===== src/rtl/instr_sequencer_pkg.sv =====
`default_nettype none
// instr_sequencer_pkg: shared state encoding, datapath widths and opcode field values.
// Rev 1.0
package instr_sequencer_pkg;

  localparam int INSTR_W  = 16;
  localparam int RESULT_W = 8;

  typedef enum logic [1:0] {
    ST_IDLE = 2'd0,
    ST_LOAD = 2'd1,
    ST_RUN  = 2'd2,
    ST_DONE = 2'd3
  } seq_state_e;

  localparam logic [1:0] OPC_R = 2'b00;
  localparam logic [1:0] OPC_I = 2'b01;
  localparam logic [1:0] OPC_L = 2'b10;
  localparam logic [1:0] OPC_W = 2'b11;

  // Bytes arrive low first, so the held byte forms the low half.
  function automatic logic [INSTR_W-1:0] pack_word(input logic [7:0] hi, input logic [7:0] lo);
    return {hi, lo};
  endfunction

endpackage
`default_nettype wire


===== src/rtl/instr_sequencer_mem.sv =====
`default_nettype none
// instr_mem: DEPTH x 16 program store, synchronous write, asynchronous read, no reset.
// Rev 1.0
module instr_mem
  import instr_sequencer_pkg::*;
#(
  parameter  int DEPTH = 16,
  localparam int AW    = $clog2(DEPTH)
) (
  input  logic               clk_i,
  input  logic               we_i,
  input  logic [AW-1:0]      waddr_i,
  input  logic [INSTR_W-1:0] wdata_i,
  input  logic [AW-1:0]      raddr_i,
  output logic [INSTR_W-1:0] rdata_o
);

  logic [INSTR_W-1:0] mem_q [DEPTH];

  always_ff @(posedge clk_i) begin
    if (we_i) begin
      mem_q[waddr_i] <= wdata_i;
    end
  end

  assign rdata_o = mem_q[raddr_i];

endmodule
`default_nettype wire


===== src/rtl/instr_sequencer.sv =====
`default_nettype none
// instr_sequencer: loads a byte-stream program into instr_mem and replays it to the core,
// one registered instruction per cycle, capturing the core result. Rev 1.0
module instr_sequencer
  import instr_sequencer_pkg::*;
#(
  parameter  int DEPTH = 16,
  localparam int AW    = $clog2(DEPTH)
) (
  input  logic                clk_i,
  input  logic                rst_ni,
  input  logic                load_start_i,
  input  logic                load_done_i,
  input  logic [7:0]          byte_in_i,
  input  logic                byte_valid_i,
  input  logic                start_i,
  input  logic                hold_i,
  input  logic                abort_i,
  input  logic [RESULT_W-1:0] result_in_i,
  output logic [INSTR_W-1:0]  instr_out_o,
  output logic                instr_valid_o,
  output logic [AW-1:0]       pc_o,
  output logic [AW:0]         prog_len_o,
  output logic [RESULT_W-1:0] last_result_o,
  output logic                busy_o,
  output logic                done_o,
  output logic                overflow_o
);

  seq_state_e          state_q;
  logic [AW-1:0]       wr_ptr_q;
  logic [AW-1:0]       pc_q;
  logic                phase_q;
  logic [7:0]          hold_byte_q;
  logic [AW:0]         prog_len_q;
  logic [INSTR_W-1:0]  instr_q;
  logic                instr_valid_q;
  logic [RESULT_W-1:0] last_result_q;
  logic                done_q;
  logic                overflow_q;

  logic                mem_full;
  logic                mem_we;
  logic                last_instr;
  logic [AW-1:0]       rd_addr;
  logic [INSTR_W-1:0]  rd_data;
  logic [INSTR_W-1:0]  wr_data;

  assign mem_full   = (prog_len_q == (AW+1)'(DEPTH));
  assign mem_we     = (state_q == ST_LOAD) && !load_done_i && byte_valid_i && phase_q && !mem_full;
  assign wr_data    = pack_word(byte_in_i, hold_byte_q);
  assign last_instr = ({1'b0, pc_q} == (prog_len_q - (AW+1)'(1)));
  // Outside RUN the only word ever fetched is word 0, on start.
  assign rd_addr    = (state_q == ST_RUN) ? (pc_q + AW'(1)) : '0;

  instr_mem #(
    .DEPTH(DEPTH)
  ) u_mem (
    .clk_i  (clk_i),
    .we_i   (mem_we),
    .waddr_i(wr_ptr_q),
    .wdata_i(wr_data),
    .raddr_i(rd_addr),
    .rdata_o(rd_data)
  );

  always_ff @(posedge clk_i) begin
    if (!rst_ni) begin
      state_q       <= ST_IDLE;
      wr_ptr_q      <= '0;
      pc_q          <= '0;
      phase_q       <= 1'b0;
      hold_byte_q   <= '0;
      prog_len_q    <= '0;
      instr_q       <= '0;
      instr_valid_q <= 1'b0;
      last_result_q <= '0;
      done_q        <= 1'b0;
      overflow_q    <= 1'b0;
    end else begin
      case (state_q)
        ST_IDLE, ST_DONE: begin
          if (load_start_i) begin
            wr_ptr_q   <= '0;
            phase_q    <= 1'b0;
            prog_len_q <= '0;
            overflow_q <= 1'b0;
            done_q     <= 1'b0;
            state_q    <= ST_LOAD;
          end else if (start_i) begin
            if (prog_len_q != '0) begin
              pc_q          <= '0;
              instr_q       <= rd_data;
              instr_valid_q <= 1'b1;
              done_q        <= 1'b0;
              state_q       <= ST_RUN;
            end else begin
              done_q  <= 1'b1;
              state_q <= ST_DONE;
            end
          end
        end
        ST_LOAD: begin
          if (load_done_i) begin
            phase_q <= 1'b0;
            state_q <= ST_IDLE;
          end else if (byte_valid_i) begin
            if (mem_full) begin
              overflow_q <= 1'b1;
            end else if (!phase_q) begin
              hold_byte_q <= byte_in_i;
              phase_q     <= 1'b1;
            end else begin
              wr_ptr_q   <= wr_ptr_q + AW'(1);
              prog_len_q <= prog_len_q + (AW+1)'(1);
              phase_q    <= 1'b0;
            end
          end
        end
        ST_RUN: begin
          if (abort_i) begin
            instr_q       <= '0;
            instr_valid_q <= 1'b0;
            pc_q          <= '0;
            state_q       <= ST_IDLE;
          end else if (!hold_i) begin
            last_result_q <= result_in_i;
            if (last_instr) begin
              instr_q       <= '0;
              instr_valid_q <= 1'b0;
              done_q        <= 1'b1;
              state_q       <= ST_DONE;
            end else begin
              pc_q    <= pc_q + AW'(1);
              instr_q <= rd_data;
            end
          end
        end
        default: state_q <= ST_IDLE;
      endcase
    end
  end

  assign instr_out_o   = instr_q;
  assign instr_valid_o = instr_valid_q;
  assign pc_o          = pc_q;
  assign prog_len_o    = prog_len_q;
  assign last_result_o = last_result_q;
  assign busy_o        = (state_q == ST_LOAD) || (state_q == ST_RUN);
  assign done_o        = done_q;
  assign overflow_o    = overflow_q;

endmodule
`default_nettype wire


===== config.mk =====
export PLATFORM = sky130hd
export DESIGN_NAME = instr_sequencer
export DESIGN_NICKNAME = d
export VERILOG_FILES = /design/src/rtl/instr_sequencer_pkg.sv /design/src/rtl/instr_sequencer_mem.sv /design/src/rtl/instr_sequencer.sv
export SDC_FILE = /design/constraint.sdc
export NUM_CORES = 1
export LEC_CHECK = 0
export ABC_AREA = 1
export BUFFER_PORTS_ARGS = -buffer_cell sky130_fd_sc_hd__buf_4
export CORE_MARGIN = 1.5
export CORE_UTILIZATION = 53
export DETAILED_ROUTE_END_ITERATION = 6
export PLACE_DENSITY = 0.7
export SETUP_SLACK_MARGIN = 0.2
export SLEW_MARGIN = 20
export SYNTH_ARGS = -nofsm -noshare
export SYNTH_HDL_FRONTEND = slang
export SYNTH_SLANG_ARGS = --single-unit

===== constraint.sdc =====
create_clock -name clk_i -period 5 [get_ports clk_i]
set_input_delay 0 -clock clk_i [delete_from_list [all_inputs] [get_ports clk_i]]
set_output_delay 0 -clock clk_i [all_outputs]
set_load 0.005 [all_outputs]

==> results of run 1 <==
[cell families after synthesis]
kind of cell               share of synthesized area
AOI/OAI and AO/OA                             0.0567
xor gates and xnor gates                    0.000679
adders and majority gates                    0.00873
buffers and inverters                         0.0414
DFF                                            0.675
and+or+nand+nor                                0.217
[worst max-delay path, delay by kind of cell (launching register included)]
family	cells	cell delay [ns]
compound gates	2	0.32
fa+ha+maj	1	0.38
buf+inv	5	1.36
flops	1	0.36
simple gates	5	0.62
[what timing repair did]
| action | CTS | global route |
|---|---|---|
| endpoints found under the setup margin | 0 | 0 |
| hold endpoints to repair | 156 | 0 |
| hold buffers | 37 | 0 |
[layout make-up]
type | instances | share of cell area
well taps | 319 | 0.0267
repair buffers | 124 | 0.0692
flip-flops and latches | 307 | 0.582
multi-input cells | 816 | 0.245
clock buffers | 42 | 0.0566
clock inverters | 14 | 0.00970
inverters | 43 | 0.0109
[final timing paths]
check	startpoint	end	slack, ns	depth (start not counted)
min reg2reg	instr_valid_o$_SDFFE_PN0P_	instr_valid_o$_SDFFE_PN0P_	0.47	2
max reg2reg	state_q[0]$_SDFFE_PN0P_	pc_o[0]$_SDFFE_PN0P_	1.85	13
min	byte_in_i[1]	u_mem.mem_q[9][9]$_DFFE_PP_	0.36	2
max	state_q[0]$_SDFFE_PN0P_	pc_o[0]$_SDFFE_PN0P_	1.85	13
[power groups by stage]
stage                     combinational, uW  clock, uW  sequential [uW]
final                                  1520       2250             2950
after global routing                   1680       2370             2960
after global placement                 1440          0             2990
after detailed placement               1440          0             3000
after floorplan                        1050          0             2980
after CTS                              1510       2270             2940
[metal layers]
layer / wire (microns) / up-vias / share of wire / global-route usage
met5: 0 / - / 0 / 0
met4: 1040 / 0 / 0.031 / 0.0883
met3: 2590 / 81 / 0.077 / 0.0326
met2: 15700 / 435 / 0.47 / 0.430
met1: 14000 / 4471 / 0.42 / 0.373
li1: - / 4414 / - / -
[per-stage QoR]
| step | area (sq um) | util | total power (uW) | setup WS [ns] | hold slack (ns) |
|---|---|---|---|---|---|
| floorplan | 12900 | - | 4020 | 2.41 | 0.0989 |
| global placement | 13600 | 0.574 | 4430 | 1.97 | 0.228 |
| detailed placement | 13600 | 0.574 | 4440 | 1.93 | 0.233 |
| CTS | 15000 | 0.632 | 6730 | 1.89 | 0.350 |
| global route | 15000 | 0.632 | 7010 | 1.58 | 0.383 |
| finish | 15000 | 0.632 | 6720 | 1.85 | 0.362 |
[placed cells by master (no fill, tap or decap), types with 2 or more instances in the layout]
cell type	n
o21ai_0	22
a211oi_1	4
clkbuf_1	8
nor2_4	3
a21oi_1	115
nor2_1	103
nand3_1	170
nor2_2	2
nand4_1	2
clkinvlp_4	2
nand3_2	4
ha_1	9
inv_1	31
clkinv_1	5
nand2_2	2
buf_4	86
clkbuf_8	3
dlygate4sd3_1	37
nand2_1	366
bufinv_16	3
edfxtp_1	256
dfxtp_1	51
clkbuf_16	31
nor3_1	4
nand2_4	2
clkinv_2	6
nor3b_1	2
inv_2	10
[cell usage after synthesis (all sizes together)]
master and count:
a211oi 4, a21oi 115, a31oi 1, buf 45, clkbuf 16, clkinv 2
dfxtp 51, edfxtp 256, ha 9, inv 41, nand2 370, nand3 174
nand4 2, nor2 109, nor3 5, nor3b 2, nor4 1, o21ai 23
xor2 1
[flip-flops by register name, summed over array words and instances (netlist names)]
signal,count
u_mem.mem_q,256
overflow_o,1
prog_len_o,5
pc_o,4
hold_byte_q,8
instr_valid_o,1
last_result_o,8
done_o,1
state_q,2
phase_q,1
instr_out_o,16
wr_ptr_q,4
==> impl_metrics.csv, run 1 <==
group,metric,value,unit
floorplan,die_area,25300,sq um
synth,synth_cells,1227,
global_routing,gr-total-overflow,0,
cts,clk_pin_slew_worst_paths,0.06,ns
sta,rsz0062_at_grt,"no",
setup_path,critPathKind,"reg2reg",
sta,slew_headroom,0.248,
cts,cts_root_buffer,"clkbuf_16",
cts,cts_setup_buffers,0,
cts,clkLatencyLatePin,0.55,ns
sta,final_hold_viol_count,0,
sta,clock_skew,0.0111,ns
synth,yosysSeqAreaShare,0.675,
place,hpwl,19.5,mm
synth,synth_cell_type_count,33,
power,p_int,4680,uW
sta,max_freq,317,MHz
place,place_inst,1572,
global_routing,grt_pass1_wl,51.5,mm
synth,yosysTopAreaCell,"edfxtp_1",
sta,finalCriticalPeriod,3.15,ns
setup_path,start_kind,"register",
setup_path,path_max_fanout,19,
synth,synth_nets,1260,
layout,nets,1355,
setup_path,worst_ep_arrival_time,3.59,ns
power,combinationalPowerShare,0.227,
cts,cts_tree,"built",
setup_path,cp_cell_sequence,"inv_1 > ha_1 > inv_2 > nor2_4 > nand3_2 > dlygate4sd3_1 > inv_2 > nor2_4 > nor2_8 > o21ai_2 > a21oi_1 > nor2_1 > dlygate4sd3_1",
global_routing,grt_pass1_vias,8912,
floorplan,die_h,159,microns
drt,vias,9401,
cts,cts_made_buffers,30,
layout,area_growth,16.0,%
min_path,hold_class,"in2reg",
drt,first_pass_iters,5,
cts,htree_levels,1,
power,p_clk_frac,0.335,
cts,cts_sinks,307,
drt,drcViolationCount,0,
layout,n_antenna_cell,0,
drt,avgRoutedWirePerCell,20.0,microns
sta,tightest_slew,1.13,ns
synth,avgSynthCellArea,10.5,sq um
sta,fin_setup_tns,0,ns
floorplan,start_util,0.545,
floorplan,io_pins,61,
synth,synth.area.top_cells,"edfxtp_1 (60%), nand2_1 (11%), dfxtp_1 (7.9%)",
setup_path,required,5.43,ns
drt,vias_per_cell,5.65,
drt,drtIter0Drc,1149,
layout,final_cell_count_no_fill,1665,
run,max-cap-violations,0,
synth,synth_area,12900,sq um
cts,cts_resized,0,
layout,fillers,1911,
power,p_sw_frac,0.303,
global_routing,grt_usage,0.265,
global_routing,grt_max_degree,95,
setup_path,end_kind,"register",
power,power.density,449,nW/um^2
drt,ant_nets,0,
place,gp_congestion,0.888,
synth,ys_seq_elements,307,
status,status,"finished clean",
sta,maxSlewViolCount,0,
setup_path,slowest_stage,"dlygate4sd3_1",
global_routing,antenna_found_initial,0,
power,sequentialPowerShare,0.439,
layout,drive_gt1_frac,0.117,
drt,drt_wl_total,33.4,mm
synth,ys_warn_count,0,
power,total_leakage_power,0.00579,uW
cts,clock_path_buffers,3,
floorplan,rows,56,
floorplan,core-area,23700,sq um
synth,synth_top_area_frac,0.596,
floorplan,die_w,159,microns
sta,period_share,0.630,
layout,regArea,8710,sq um
sta,finalSetupViolations,0,
place,port_buffers,60,
setup_path,crit_path_max_incr_delay,0.57,ns
layout,multiInputGateArea,3670,sq um
power,p_sw,2040,uW
power,worst_ir_drop_vdd,0.530,mV
Power figures use the tool's default switching activity.
==> inputs of run 2 (changes only) <==
- ABC_AREA: 1 -> 0
- PLACE_DENSITY: 0.7 -> 0.73
- clock period: 5 -> 2.6 ns (I/O delays scaled with it)
==> run 2 against run 1 <==
Effect of this change:
- synthesized area shrank 5.3%
- non-clock buffer count grew 3
- via count fell by 20%
- wire length is 12% lower
- critical path depth decreased by 6
- clock power increased by 110%
- clock-buffer cell count unchanged
- power up 69%
- die area is 5.2% lower
- register-to-register slack got worse by 1.6 ns
==> impl_metrics.csv, run 2 <==
group,metric,value,unit
setup_path,end_kind,"register",
layout,drive_gt1_frac,0.255,
sta,hold_ws,0.0480,ns
drt,vias,7519,
layout,area_growth,20.4,%
global_routing,gr-total-overflow,0,
layout,final_core_util,0.650,
setup_path,cp_cell_sequence,"inv_1 > ha_2 > and4bb_2 > and3b_1 > nand2_1 > nor2_2 > buf_4",
floorplan,die_area,24000,sq um
synth,synth_most_common_cell,"edfxtp_1",
power,worst_ir_drop_vdd,0.403,mV
drt,vias_per_cell,6.28,
drt,drtIter0Drc,712,
synth,synth_cells,766,
floorplan,start_util,0.540,
min_path,hold_class,"in2reg",
status,status,"finished clean",
place,port_buffers,60,
setup_path,slowest_stage,"dfxtp_1",
place,hpwl,17.0,mm
sta,fin_setup_tns,0,ns
synth,synth.area.top_cells,"edfxtp_1 (63%), dfxtp_1 (8.4%), mux4_2 (8.3%)",
sta,finalCriticalPeriod,2.32,ns
sta,tightest_slew,0.659,ns
layout,fin_area,14700,sq um
layout,top_register,"u_mem.mem_q",
synth,synth_mux_area_frac,0.108,
layout,final_cell_mix,"edfxtp_1 (256), nand2_1 (93), buf_4 (91)",
cts,cts_sinks,307,
synth,synth-adder-area-share,0.00921,
synth,synthXorXnorAreaFrac,0.0101,
global_routing,grt_max_degree,32,
drt,ant_nets,0,
synth,synth-simple-area-share,0.0775,
synth,avgSynthCellArea,16.0,sq um
layout,final_common_cell,"edfxtp_1",
layout,largest_reg_flops,256,
power,power.density,770,nW/um^2
cts,htree_levels,1,
sta,post-route-worst-setup-slack,0.277,ns
place,dp_slack,0.203,ns
synth,synth_area,12200,sq um
run,max-cap-violations,0,
synth,async_flop_share,0,
global_routing,antenna_found_initial,0,
synth,synth_cell_type_count,56,
global_routing,grt_usage,0.246,
synth,synth_compound_area_frac,0.0623,
floorplan,die_h,155,microns
synth,ys_seq_elements,307,
synth,yosysSeqAreaShare,0.713,
place,gp_congestion,0.872,
place,place_area,13300,sq um
setup_path,path_delay_family,"simple AND/OR/NAND/NOR gates",
synth,ys_warn_count,0,
synth,synth_nets,799,
drt,first_pass_iters,5,
floorplan,io_pins,61,
global_routing,grt_pass1_wl,43.7,mm
setup_path,rrSetupSlack,0.28,ns
sta,finalSetupViolations,0,
sta,period_share,0.894,
synth,synth-edff-count,256,
layout,nets,922,
floorplan,rows,55,
synth,synth_common_cells,"edfxtp_1 (256), nand2_1 (93), dfxtp_1 (51), mux4_2 (45), nor2_1 (41)",
setup_path,path_max_fanout,8,
global_routing,grt_pass1_vias,7468,
sta,slew_headroom,0.560,
sta,final_hold_viol_count,0,
cts,cts_made_buffers,31,
floorplan,core-area,22600,sq um
cts,clock_path_buffers,3,
synth,ys.flop_type,"edfxtp_1",
sta,maxSlewViolCount,0,
floorplan,die_w,155,microns
synth,synth_top_family_by_area,"multiplexers",
sta,max_freq,430,MHz
setup_path,crit_buf_inv,2,
cts,clkLatencyLatePin,0.55,ns
power,total_leakage_power,0.00500,uW
synth,synth_top_area_frac,0.629,
setup_path,required,2.84,ns
sta,rsz0062_at_grt,"yes",
drt,drt_wl_total,29.3,mm
drt,drcViolationCount,0,
layout,fillers,1504,
setup_path,start_kind,"register",
cts,cts_root_buffer,"clkbuf_16",
sta,clock_skew,0.00953,ns
setup_path,crit_path_max_incr_delay,0.44,ns
drt,avgRoutedWirePerCell,24.5,microns
layout,n_antenna_cell,0,
cts,clk_pin_slew_worst_paths,0.06,ns
setup_path,worst_ep_arrival_time,2.57,ns
cts,cts_tree,"built",
synth,yosysTopAreaCell,"edfxtp_1",
setup_path,critPathKind,"reg2reg",
## run 2: changes by cell type after synthesis, moves of 25 or more
cell,delta
a21oi_1,-99
mux4_2,+45
nand3_1,-134
mux2i_1,+25
nand2_1,-273
nor2_1,-63
a22oi_1,+30
## run 2: worst reg2reg max path, stage by stage (launching register included)
cell,delay (ns)
dfxtp_1,0.44
inv_1,0.08
ha_2,0.20
and4bb_2,0.28
and3b_1,0.34
nand2_1,0.22
nor2_2,0.21
buf_4,0.25
## run 2: through the flow
stage,instances,power [uW]
floorplan,766,6270
global placement,1115,6600
detailed placement,1115,6650
CTS,1195,11300
global route,1198,11700
finish,1198,11300
## run 2: path summary, 6_finish.rpt
check,startpoint,endpoint,cells after the start
setup / recovery,prog_len_o[1]$_SDFFE_PN0P_,u_mem.mem_q[6][10]$_DFFE_PP_,7
setup reg to reg,prog_len_o[1]$_SDFFE_PN0P_,u_mem.mem_q[6][10]$_DFFE_PP_,7
hold / removal,start_i,done_o$_SDFFE_PN0P_,4
hold reg to reg,instr_valid_o$_SDFFE_PN0P_,instr_valid_o$_SDFFE_PN0P_,2
## run 2: final cells by class
| type | instances | area [sq um] | share of cell area |
|---|---|---|---|
| Multi-Input combinational cell | 410 | 3400 | 0.231 |
| Tap cell | 285 | 357 | 0.0242 |
| Inverter | 12 | 45.0 | 0.00306 |
| Clock inverter | 15 | 236 | 0.0161 |
| Clock buffer | 42 | 837 | 0.0569 |
| Sequential cell | 307 | 8710 | 0.592 |
| Timing Repair Buffer | 127 | 1130 | 0.0769 |
## run 2: cells by family after synthesis
group                    after synthesis
AND/OR/NAND/NOR                      206
multiplexers                          75
flip-flops                           307
XOR/XNOR                              12
buffers and inverters                 52
adder cells (fa/ha/maj)                9
AO/OA/AOI/OAI                        105
## run 2: timing repair
action	4_1_cts	5_1_grt
gates resized for setup	1	17
endpoints found under the hold margin	162	0
setup endpoints to repair	8	252
hold buffers	22	0
cloned	1	2
setup buffers	0	1
## run 2: routing by layer
layer  track usage  share of wire  wire length [microns]  up-vias
li1              -              -                      -     3233
met1         0.343           0.41                  12000     3831
met2         0.390           0.47                  13900      380
met3        0.0412          0.080                   2330       75
met4        0.0975          0.035                   1040        0
met5             0              0                      0        -
## run 2: power by group
| group | internal (uW) | switching [uW] | total [uW] |
|---|---|---|---|
| Sequential | 5410 | 107 | 5520 |
| Clock | 2850 | 1800 | 4650 |
| Combinational | 510 | 648 | 1160 |
| Total | 8770 | 2560 | 11300 |
